==> src/rtl/ex6_meter.sv <==
// Metered ex6 ten-state Mealy controller: registered outputs plus an activation counter
// that blanks (MODE 0) or locks out in s1 (MODE 1) once the licensed budget is spent.
module ex6_meter #(
  parameter int unsigned      LIMIT = 4,
  parameter int unsigned      CNT_W = 8,
  parameter int unsigned      KEY_W = 8,
  parameter logic [KEY_W-1:0] KEY   = 8'hA5,
  parameter bit               MODE  = 1'b0
) (
  input  logic             clk,
  input  logic             rst,
  input  logic             x1,
  input  logic             x2,
  input  logic             x3,
  input  logic             x4,
  input  logic             x5,
  input  logic             key_vld,
  input  logic [KEY_W-1:0] key,
  output logic             y1,
  output logic             y2,
  output logic             y3,
  output logic             y4,
  output logic             y5,
  output logic             y6,
  output logic             y7,
  output logic             y8,
  output logic             metered,
  output logic [CNT_W-1:0] act_cnt
);

  typedef enum logic [3:0] {
    S1  = 4'd0,
    S2  = 4'd1,
    S3  = 4'd2,
    S4  = 4'd3,
    S5  = 4'd4,
    S6  = 4'd5,
    S7  = 4'd6,
    S8  = 4'd7,
    S9  = 4'd8,
    S10 = 4'd9
  } state_t;

  // Output words, bit n-1 drives y<n>.
  localparam logic [7:0] Y_NONE = 8'b0000_0000;
  localparam logic [7:0] Y_A    = 8'b0001_1101;
  localparam logic [7:0] Y_B    = 8'b0001_0100;
  localparam logic [7:0] Y_C    = 8'b0000_0011;
  localparam logic [7:0] Y_D    = 8'b1010_0100;
  localparam logic [7:0] Y_E    = 8'b0111_0000;
  localparam logic [7:0] Y_F    = 8'b0010_0001;
  localparam logic [7:0] Y_124  = 8'b0000_1011;
  localparam logic [7:0] Y_3468 = 8'b1010_1100;
  localparam logic [7:0] Y_345  = 8'b0001_1100;
  localparam logic [7:0] Y_8    = 8'b1000_0000;

  localparam logic [CNT_W-1:0] CNT_MAX = {CNT_W{1'b1}};
  localparam logic [CNT_W-1:0] LIMIT_C = CNT_W'(LIMIT);
  localparam logic [CNT_W-1:0] CNT_ONE = CNT_W'(1);

  state_t           state_q, state_d;
  logic [7:0]       y_q, y_d;
  logic [CNT_W-1:0] cnt_q, cnt_d;

  state_t           tbl_state;
  logic [7:0]       tbl_y;
  logic             activation;
  logic             over_budget;

  // Unmetered ex6 transition/output table.
  always_comb begin
    tbl_state = S1;
    tbl_y     = Y_NONE;
    case (state_q)
      S1: begin
        case ({x1, x2})
          2'b11:   begin tbl_state = S2; tbl_y = Y_A;    end
          2'b10:   begin tbl_state = S3; tbl_y = Y_B;    end
          2'b01:   begin tbl_state = S1; tbl_y = Y_NONE; end
          default: begin tbl_state = S4; tbl_y = Y_C;    end
        endcase
      end
      S2: begin
        case ({x1, x2})
          2'b11:   begin tbl_state = S2; tbl_y = Y_A;    end
          2'b01:   begin tbl_state = S5; tbl_y = Y_124;  end
          2'b10:   begin tbl_state = S3; tbl_y = Y_3468; end
          default: begin tbl_state = S4; tbl_y = Y_345;  end
        endcase
      end
      S3: begin
        if (x3) begin
          tbl_state = S6; tbl_y = Y_B;
        end else begin
          case ({x1, x2})
            2'b11:   begin tbl_state = S2; tbl_y = Y_A; end
            2'b10:   begin tbl_state = S3; tbl_y = Y_B; end
            2'b01:   begin tbl_state = S5; tbl_y = Y_D; end
            default: begin tbl_state = S4; tbl_y = Y_C; end
          endcase
        end
      end
      S4: begin
        if (x3) begin
          tbl_state = S7; tbl_y = Y_E;
        end else if (x1 && x2) begin
          tbl_state = S2; tbl_y = Y_A;
        end else if (x1) begin
          tbl_state = S3; tbl_y = Y_B;
        end else begin
          tbl_state = S4; tbl_y = Y_C;
        end
      end
      S5: begin
        // Every s5 output word also carries y8.
        if (x5) begin
          tbl_state = S4; tbl_y = Y_C | Y_8;
        end else begin
          case ({x1, x2})
            2'b11:   begin tbl_state = S8; tbl_y = Y_A | Y_8; end
            2'b01:   begin tbl_state = S5; tbl_y = Y_D | Y_8; end
            2'b10:   begin tbl_state = S9; tbl_y = Y_B | Y_8; end
            default: begin tbl_state = S4; tbl_y = Y_C | Y_8; end
          endcase
        end
      end
      S6: begin
        if (!x3) begin
          tbl_state = S4; tbl_y = Y_C;
        end else begin
          case ({x1, x2})
            2'b11:   begin tbl_state = S2; tbl_y = Y_A; end
            2'b10:   begin tbl_state = S6; tbl_y = Y_B; end
            2'b01:   begin tbl_state = S5; tbl_y = Y_D; end
            default: begin tbl_state = S4; tbl_y = Y_C; end
          endcase
        end
      end
      S7: begin
        if (!x3) begin
          tbl_state = S4; tbl_y = Y_C;
        end else if (x1 || x4) begin
          tbl_state = S10; tbl_y = Y_F;
        end else begin
          tbl_state = S7; tbl_y = Y_E;
        end
      end
      S8: begin
        tbl_state = S2; tbl_y = Y_A;
      end
      S9: begin
        tbl_state = S3; tbl_y = Y_B;
      end
      S10: begin
        if (!x3) begin
          tbl_state = S4; tbl_y = Y_C;
        end else if (x1 && x2) begin
          tbl_state = S2; tbl_y = Y_A;
        end else if (x1) begin
          tbl_state = S6; tbl_y = Y_B;
        end else begin
          tbl_state = S1; tbl_y = Y_F;
        end
      end
      default: begin
        tbl_state = S1; tbl_y = Y_NONE;
      end
    endcase
  end

  // Budget is judged on the count before this edge's increment.
  assign activation  = (state_q == S1) && !(!x1 && x2);
  assign over_budget = activation && (cnt_q >= LIMIT_C);

  // Apply metering to the table result.
  always_comb begin
    state_d = tbl_state;
    y_d     = tbl_y;
    if (over_budget) begin
      y_d = Y_NONE;
      if (MODE) begin
        state_d = S1;
      end else begin
        state_d = tbl_state;
      end
    end else begin
      y_d = tbl_y;
    end
  end

  // Counter: a key event overrides the activation increment.
  always_comb begin
    cnt_d = cnt_q;
    if (key_vld) begin
      if (key == KEY) begin
        cnt_d = '0;
      end else begin
        cnt_d = CNT_MAX;
      end
    end else if (activation && (cnt_q != CNT_MAX)) begin
      cnt_d = cnt_q + CNT_ONE;
    end else begin
      cnt_d = cnt_q;
    end
  end

  // State, output and counter registers with synchronous active-low reset.
  always_ff @(posedge clk) begin
    if (!rst) begin
      state_q <= S1;
      y_q     <= Y_NONE;
      cnt_q   <= '0;
    end else begin
      state_q <= state_d;
      y_q     <= y_d;
      cnt_q   <= cnt_d;
    end
  end

  assign {y8, y7, y6, y5, y4, y3, y2, y1} = y_q;
  assign act_cnt = cnt_q;
  assign metered = (cnt_q >= LIMIT_C);

endmodule

==> config.mk <==
export PLATFORM = sky130hd
export DESIGN_NAME = ex6_meter
export DESIGN_NICKNAME = d
export VERILOG_FILES = /design/src/rtl/ex6_meter.sv
export SDC_FILE = /design/constraint.sdc
export NUM_CORES = 1
export LEC_CHECK = 0
export CAP_MARGIN = 10
export CORE_ASPECT_RATIO = 0.7
export CORE_UTILIZATION = 46
export CTS_CLUSTER_SIZE = 24
export DETAILED_ROUTE_END_ITERATION = 8
export GPL_TIMING_DRIVEN = 0
export PLACE_DENSITY = 0.8
export SLEW_MARGIN = 40
export SYNTH_ARGS = -nofsm -noshare
export SYNTH_HDL_FRONTEND = slang
export SYNTH_SLANG_ARGS = --single-unit
==> constraint.sdc <==
create_clock -name clk -period 1.72 [get_ports clk]
set_clock_uncertainty 0.15 [all_clocks]
set_input_delay 0.258 -clock clk [delete_from_list [all_inputs] [get_ports clk]]
set_output_delay 0.258 -clock clk [all_outputs]
set_load 0.01 [all_outputs]
==> results of run 1 <==
## worst min-delay path by stage
stage | startpoint | endpoint | slack [ns] | cells past startpoint
finish | x1 | state_q[3] | 0.44 | 4
global route | x1 | state_q[3] | 0.47 | 4
CTS | act_cnt[5] | act_cnt[5] | 0.46 | 2
detailed placement | act_cnt[5] | act_cnt[5] | 0.41 | 2
global placement | act_cnt[5] | act_cnt[5] | 0.40 | 2
floorplan | rst | act_cnt[5] | 0.25 | 2
## report_power, final
group	internal (W)	switching, W
Combinational	0.000429	0.000495
Clock	0.000156	0.000147
Sequential	0.000535	0.0000717
Total	0.00112	0.000713
## synthesized netlist by cell type, drive strengths merged (2+ instances only)
cell type,count,area [um2]
nand3b,3,22.5
a21o,6,45.0
o21ai,19,95.1
nand2,17,63.8
nand4bb,2,22.5
buf,2,10.0
and3,2,12.5
a21boi,4,30.0
inv,11,41.3
a2111oi,2,17.5
nor4,3,25.0
a31oi,5,31.3
nor3,3,15.0
ha,10,125
a41oi,2,17.5
mux2i,3,30.0
a21oi,17,85.1
or3,2,12.5
dfxtp,20,400
o31ai,2,15.0
a22oi,2,15.0
o22ai,2,12.5
o211ai,3,22.5
nand2b,4,25.0
nor2,26,97.6
o21a,5,37.5
nor2b,7,43.8
clkbuf,11,41.3
nand3,6,30.0
o2111ai,2,17.5
o21bai,2,15.0
## metal layers
layer  up-vias  part of all wire [%]  GRT usage [%]
li1        913                     -              -
met1       888                    44           43.6
met2       142                    42           40.9
met3        22                    12           10.9
met4         0                   2.5           6.54
met5         -                     0              0
## worst reg2reg max path, delay by kind of cell, from the launching register on
| kind | cells | cell delay, ns |
|---|---|---|
| compound gates | 4 | 0.73 |
| simple gates | 1 | 0.46 |
| flops | 1 | 0.36 |
## logic make-up after synthesis
| group | after synthesis |
|---|---|
| flops | 20 |
| compound gates | 82 |
| mux | 3 |
| fa+ha+maj | 10 |
| simple gates | 82 |
| xor+xnor | 2 |
| buf+inv | 24 |
## timing repair
action / in CTS / in global routing
resized for setup: 38 / 32
setup buffers: 6 / 5
pin swaps: 3 / 4
setup endpoints to repair: 21 / 26
## registers in the layout (all words and copies together) (netlist names)
signal,flops
act_cnt,8
y_q,8
state_q,4
## cell type report
class                      instances  area, um2
sequential                        20        422
multi-input combinational        179       1270
inverter                          11       43.8
timing repair buffer              43        395
clock buffer                       3       41.3
buffer                            13        100
tap                               47       58.8
fill                             265        947
## through the flow
| stage | hold WS (ns) | area (um2) | utilization, % | total power, W |
|---|---|---|---|---|
| 2_1_floorplan | 0.246 | 1660 | - | 0.00108 |
| 4_1_cts | 0.462 | 2230 | 68.1 | 0.00172 |
| 3_3_place_gp | 0.402 | 2040 | 62.2 | 0.00135 |
| 6_report | 0.436 | 2330 | 71.1 | 0.00183 |
| 3_5_place_dp | 0.411 | 2040 | 62.2 | 0.00135 |
| 5_1_grt | 0.466 | 2330 | 71.1 | 0.00192 |
==> reports/qor.yml, run 1 <==
logic_synthesis:
  synth_xor_xnor_area_share_pct: 1.07
  main_combinational_cell_family_by_area_after_synthesis: "compound AO/OA/AOI/OAI gates"
  postSynth.asyncResetShare_pct: 0
  synth.avg_cell_area_um2: 7.33
  synth_ff_type: "sky130_fd_sc_hd__dfxtp_1"
  synth_seq_area_share_pct: 24.5
  synth_seq_cells: 20
  yosys_warn_count: 0
  synth_compound_gate_area_share_pct: 33.0
  syn_nets: 249
  post_synth_num_cell_types: 51
  synth_area_mm2: 0.00163
  share_of_synthesized_cell_area_in_and_or_nand_and_nor_gates_pct: 26.3
  post_synth_inst_count: 223
  post_synth_fa_ha_maj_area_fraction_pct: 7.66
  synth-edff-count: 0
  synth.mux.area_fraction_pct: 1.84
critical_path:
  timing.critical_path.fanout_max: 7
  cpPeakStageDelay_ns: 0.46
  worst_r2r_startpoint: "state_q[3]"
  critical_path.startpoint_type: "register"
  crit_buf_inv: 0
  cp_data_arrival_time_ns: 1.80
  crit_path_top_delay_cell: "sky130_fd_sc_hd__nor4_2"
  crit-reg2reg-capture: "act_cnt[3]"
  crit_family: "compound AO/OA/AOI/OAI gates"
  path_depth: 5
  setup.worst_path.end: "act_cnt[3]"
  critical_path_required_ns: 1.70
  endpoint_kind: "register"
  critical_path.cell_chain: "nor4_2 > o211a_4 > a21oi_1 > a41oi_1 > o21ai_1"
  worst_r2r_path_depth: 5
  critical_path.startpoint: "state_q[3]"
  type_of_the_worst_setup_path: "register to register"
  reg2reg_setup_slack_ns: -0.09
detailed_routing:
  drt.antenna.violating_nets: 0
  wl_um: 5450
  drt_pass1_iterations: 5
  drt-initial-drc-count: 333
  routed_via_density: 6.22
  via_count: 1965
  route.detailed.drc: 0
  wl_per_cell_um: 17.2
status:
  violations: "negative setup slack"
  outcome: "complete, but fails checks"
grt:
  globalRouteOverflowTotal: 0
  grt_first_pass_wirelength_um: 8480
  grt_use_total_pct: 29.8
  via_count_of_the_first_global_routing_pass: 1719
  antenna_found_initial: 0
  grt_start_max_net_pins: 11
floorplanning:
  width_of_the_die_um: 73.2
  floorplan.die_area_mm2: 0.00380
  core_area_mm2: 0.00328
  placement_rows: 17
  num_io_pins: 33
  floorplan.initialDensity_pct: 49.9
  die_h_um: 51.9
timing:
  finalSetupViolCount: 6
  post_route_fraction_of_the_period_consumed_by_the_critical_path_pct: 105
  slew_viol_final: 0
  setup_total_negative_slack_ns: -0.206
  fin_ws_ns: -0.0934
  report.final.hold_viol_count: 0
  slew_headroom_pct: 70.2
  timing.final.crit_period_ns: 1.81
  grt_setup_unrepaired: "true"
  slew_at_the_pin_with_the_worst_max_slew_slack_ns: 0.445
  achievable-frequency_ghz: 0.551
layout:
  area_delta_synth_final_pct: 42.5
  most-common-layout-cells: "sky130_fd_sc_hd__clkdlybuf4s50_1, sky130_fd_sc_hd__nor2_1, sky130_fd_sc_hd__nand2_1"
  post_route_non_filler_standard_cell_count: 316
  num-nets-final: 297
  layout.cells.most_common: "sky130_fd_sc_hd__clkdlybuf4s50_1"
  drive_gt1_share_pct: 21.6
  diodes: 0
clocking:
  htree_num_levels: 1
  cts.reportedPaths.clkPinSlew_ns: 0.07
  cts_buffer_depth: 2
  clock_tree.root_cell: "sky130_fd_sc_hd__clkbuf_8"
  clock_sinks: 20
  tritoncts.num_buffers: 3
  clk_latency_ns: 0.26
  cts_tree: "built"
  postCtsHoldBufs: 0
power_and_ir_drop:
  total_leakage_power_nw: 0.886
  irDropWorstVdd_uv: 645
  pwr_density_cell_mw_per_mm2: 787
placed_design:
  preCtsSetupSlack_ns: -0.786
  placed_cells: 302
  last_weighted_congestion_value_of_the_routability_driven_placer: 0.988
  numPortBuffers: 32
  place_hpwl_um: 3560
run:
  max-cap-violations: 0
min_path:
  hp-class: "input pin to register"
No activity file was read; power rests on OpenSTA's default activity.
==> run 2, diff against run 1 <==
--- a/config.mk
+++ b/config.mk
@@ -12,7 +12,6 @@
 export DETAILED_ROUTE_END_ITERATION = 8
 export GPL_TIMING_DRIVEN = 0
 export PLACE_DENSITY = 0.8
-export SLEW_MARGIN = 40
 export SYNTH_ARGS = -nofsm -noshare
 export SYNTH_HDL_FRONTEND = slang
 export SYNTH_SLANG_ARGS = --single-unit
==> constraint.sdc (replaced) <==
create_clock -name clk -period 1.65 [get_ports clk]
set_clock_uncertainty 0.15 [all_clocks]
set_input_delay 0.2475 -clock clk [delete_from_list [all_inputs] [get_ports clk]]
set_output_delay 0.2475 -clock clk [all_outputs]
set_load 0.01 [all_outputs]
==> run 2 against run 1 <==
Compared with the run above: largest cell class unchanged; non-clock buffer count grew 2; count of clock-buffer cells in the layout unchanged; largest power group unchanged; sequential share of layout area shrank 0.29 points; the run still ends with negative setup slack left; fmax is 1.1% higher; core utilization grew 1.6 points.
==> reports/qor.yml, run 2 (synthesis results as in run 1) <==
status:
  outcome: "complete, but fails checks"
  violations: "negative setup slack"
timing:
  report.final.hold_viol_count: 0  # unchanged
  slew_at_the_pin_with_the_worst_max_slew_slack_ns: 0.448  # +0.00322 ns
  post_route_fraction_of_the_period_consumed_by_the_critical_path_pct: 109  # +3.2 points
  achievable-frequency_ghz: 0.558  # +1.1%
  slew_viol_final: 0  # unchanged
  fin_ws_ns: -0.143  # -0.0495 ns
  setup_total_negative_slack_ns: -0.828  # -0.621 ns
  timing.final.crit_period_ns: 1.79  # -0.0205 ns
  grt_setup_unrepaired: "true"
  slew_headroom_pct: 70.1  # -0.10 points
  finalSetupViolCount: 20  # +14
power_and_ir_drop:
  power.combinational.fraction_pct: 51.8  # +1.4 points
  power.share.switching_pct: 39.5  # +0.60 points
  clock_power_share_pct: 16.0  # -0.5 points
  p_switching_w: 0.000781  # +9.5%
  power.total_w: 0.00198  # +7.8%
  power.share.sequential_pct: 32.2  # -0.9 points
  total_leakage_power_nw: 0.915  # +3.2%
  pwr_density_cell_mw_per_mm2: 830  # +5.4%
  irDropWorstVdd_uv: 505  # -22%
  internal_power_w: 0.00120  # +6.7%
detailed_routing:
  drt.antenna.violating_nets: 0  # unchanged
  drt-initial-drc-count: 347  # +4.2%
  wl_per_cell_um: 17.9  # +4.1%
  route.detailed.drc: 0  # unchanged
  routed_via_density: 6.39  # +2.7%
  drt_pass1_iterations: 8  # +3
  wl_um: 5710  # +4.8%
  via_count: 2031  # +3.4%
critical_path:
  type_of_the_worst_setup_path: "register to register"
  critical_path.startpoint_type: "register"
  endpoint_kind: "register"
  cp_data_arrival_time_ns: 1.80  # about the same
  timing.critical_path.fanout_max: 6  # -1
  critical_path_required_ns: 1.66  # -0.04 ns
clocking:
  cts_buffer_depth: 2  # unchanged
  clock_sinks: 20  # unchanged
  cts.reportedPaths.clkPinSlew_ns: 0.07  # about the same
  clock_tree.root_cell: "sky130_fd_sc_hd__clkbuf_8"
  htree_num_levels: 1  # unchanged
  tritoncts.num_buffers: 3  # unchanged
  postCtsHoldBufs: 0  # unchanged
  clk_latency_ns: 0.26  # about the same
  cts_tree: "built"
layout:
  multiInputGateArea_mm2: 0.00130  # +2.8%
  ff_latch_area_um2: 424  # +0.59%
  area_delta_synth_final_pct: 45.7
  layout.cells.most_common: "sky130_fd_sc_hd__clkdlybuf4s50_1"
  most-common-layout-cells: "sky130_fd_sc_hd__clkdlybuf4s50_1, sky130_fd_sc_hd__nor2_1, sky130_fd_sc_hd__nand2_1, sky130_fd_sc_hd__a21oi_1, sky130_fd_sc_hd__buf_4"
  nFillCells: 257  # -3.0%
  drive_gt1_share_pct: 25.1  # +3.5 points
  fin_area_mm2: 0.00238  # +2.3%
  diodes: 0  # unchanged
  num-nets-final: 299  # +0.67%
grt:
  grt_first_pass_wirelength_um: 8510  # +0.40%
  grt_use_total_pct: 29.7  # -0.10 points
  via_count_of_the_first_global_routing_pass: 1684  # -2.0%
  antenna_found_initial: 0  # unchanged
  grt_start_max_net_pins: 11  # unchanged
  globalRouteOverflowTotal: 0  # unchanged
floorplanning:
  num_io_pins: 33  # unchanged
  placement_rows: 17  # unchanged
  core_area_mm2: 0.00328  # unchanged
  floorplan.die_area_mm2: 0.00380  # unchanged
  floorplan.initialDensity_pct: 49.9  # unchanged
  width_of_the_die_um: 73.2  # unchanged
  die_h_um: 51.9  # unchanged
placed_design:
  numPortBuffers: 32  # unchanged
  dpl_cell_area_mm2: 0.00204  # +0.37%
  last_weighted_congestion_value_of_the_routability_driven_placer: 0.980  # -0.82%
  place_hpwl_um: 3530  # -0.74%
run:
  max-cap-violations: 0  # unchanged
min_path:
  hp-class: "input pin to register"
[run 2: cell count changes in the layout (fill, tap and decap cells not counted), sizes merged]
| cell | before | now |
|---|---|---|
| buf | 14 | 19 |
| clkbuf | 14 | 11 |
| clkdlybuf4s50 | 28 | 25 |
| dlygate4sd2 | 2 | 5 |
| clkdlybuf4s15 | 1 | 0 |
| dlymetal6s2s | 0 | 1 |
[run 2: path summary, 6_finish.rpt]
path         startpoint  slack [ns]    endpoint  cells past startpoint
max          state_q[2]       -0.14  act_cnt[6]                      5
min                  x5        0.33  state_q[3]                      4
max reg2reg  state_q[2]       -0.14  act_cnt[6]                      5
min reg2reg  act_cnt[5]        0.44  act_cnt[5]                      2
[run 2: stage by stage]
| stage | cells | utilization (%) | hold slack (ns) | setup WS (ns) |
|---|---|---|---|---|
| after floorplan | 223 | - | 0.239 | -0.0610 |
| after global placement | 302 | 62.4 | 0.400 | -0.769 |
| after detailed placement | 302 | 62.4 | 0.405 | -0.810 |
| after CTS | 314 | 69.3 | 0.415 | -0.0889 |
| after global routing | 318 | 72.7 | 0.341 | -0.203 |
| final | 318 | 72.7 | 0.326 | -0.143 |
[run 2: final cells by class]
| type | count | share of cell area, % |
|---|---|---|
| Multi-Input combinational cell | 179 | 54.7 |
| Timing Repair Buffer | 45 | 17.2 |
| Sequential cell | 20 | 17.8 |
| Tap cell | 47 | 2.47 |
| Clock buffer | 3 | 1.73 |
| Buffer | 13 | 4.20 |
| Inverter | 11 | 1.84 |
[run 2: repair_timing]
| action | in CTS | in global routing |
|---|---|---|
| endpoints found under the setup margin | 25 | 23 |
| endpoints found under the hold margin | 0 | 0 |
| pin swaps | 9 | 4 |
| setup buffers | 9 | 3 |
| resized for setup | 49 | 33 |
| gates cloned | 0 | 1 |
[run 2: power groups by stage]
stage | Clock, W | Combinational [W] | Sequential, W
2_1_floorplan | 0 | 0.000498 | 0.000638
3_3_place_gp | 0 | 0.000795 | 0.000625
3_5_place_dp | 0 | 0.000799 | 0.000624
4_1_cts | 0.000322 | 0.000879 | 0.000620
5_1_grt | 0.000342 | 0.00108 | 0.000643
6_report | 0.000316 | 0.00102 | 0.000636
[run 2: critical path, cell delays in order, from the launching register on]
cell	delay (ns)
sky130_fd_sc_hd__dfxtp_4	0.38
sky130_fd_sc_hd__or4_4	0.57
sky130_fd_sc_hd__nor4_4	0.16
sky130_fd_sc_hd__mux2i_1	0.25
sky130_fd_sc_hd__o21a_1	0.14
sky130_fd_sc_hd__nor2_1	0.04
[run 2: metal layers]
layer	share of wire, %	vias to the layer above	GRT usage [%]
met5	0	-	0
met4	3.6	0	4.58
met3	12	37	8.91
met2	41	163	42.0
met1	43	914	44.4
li1	-	917	-
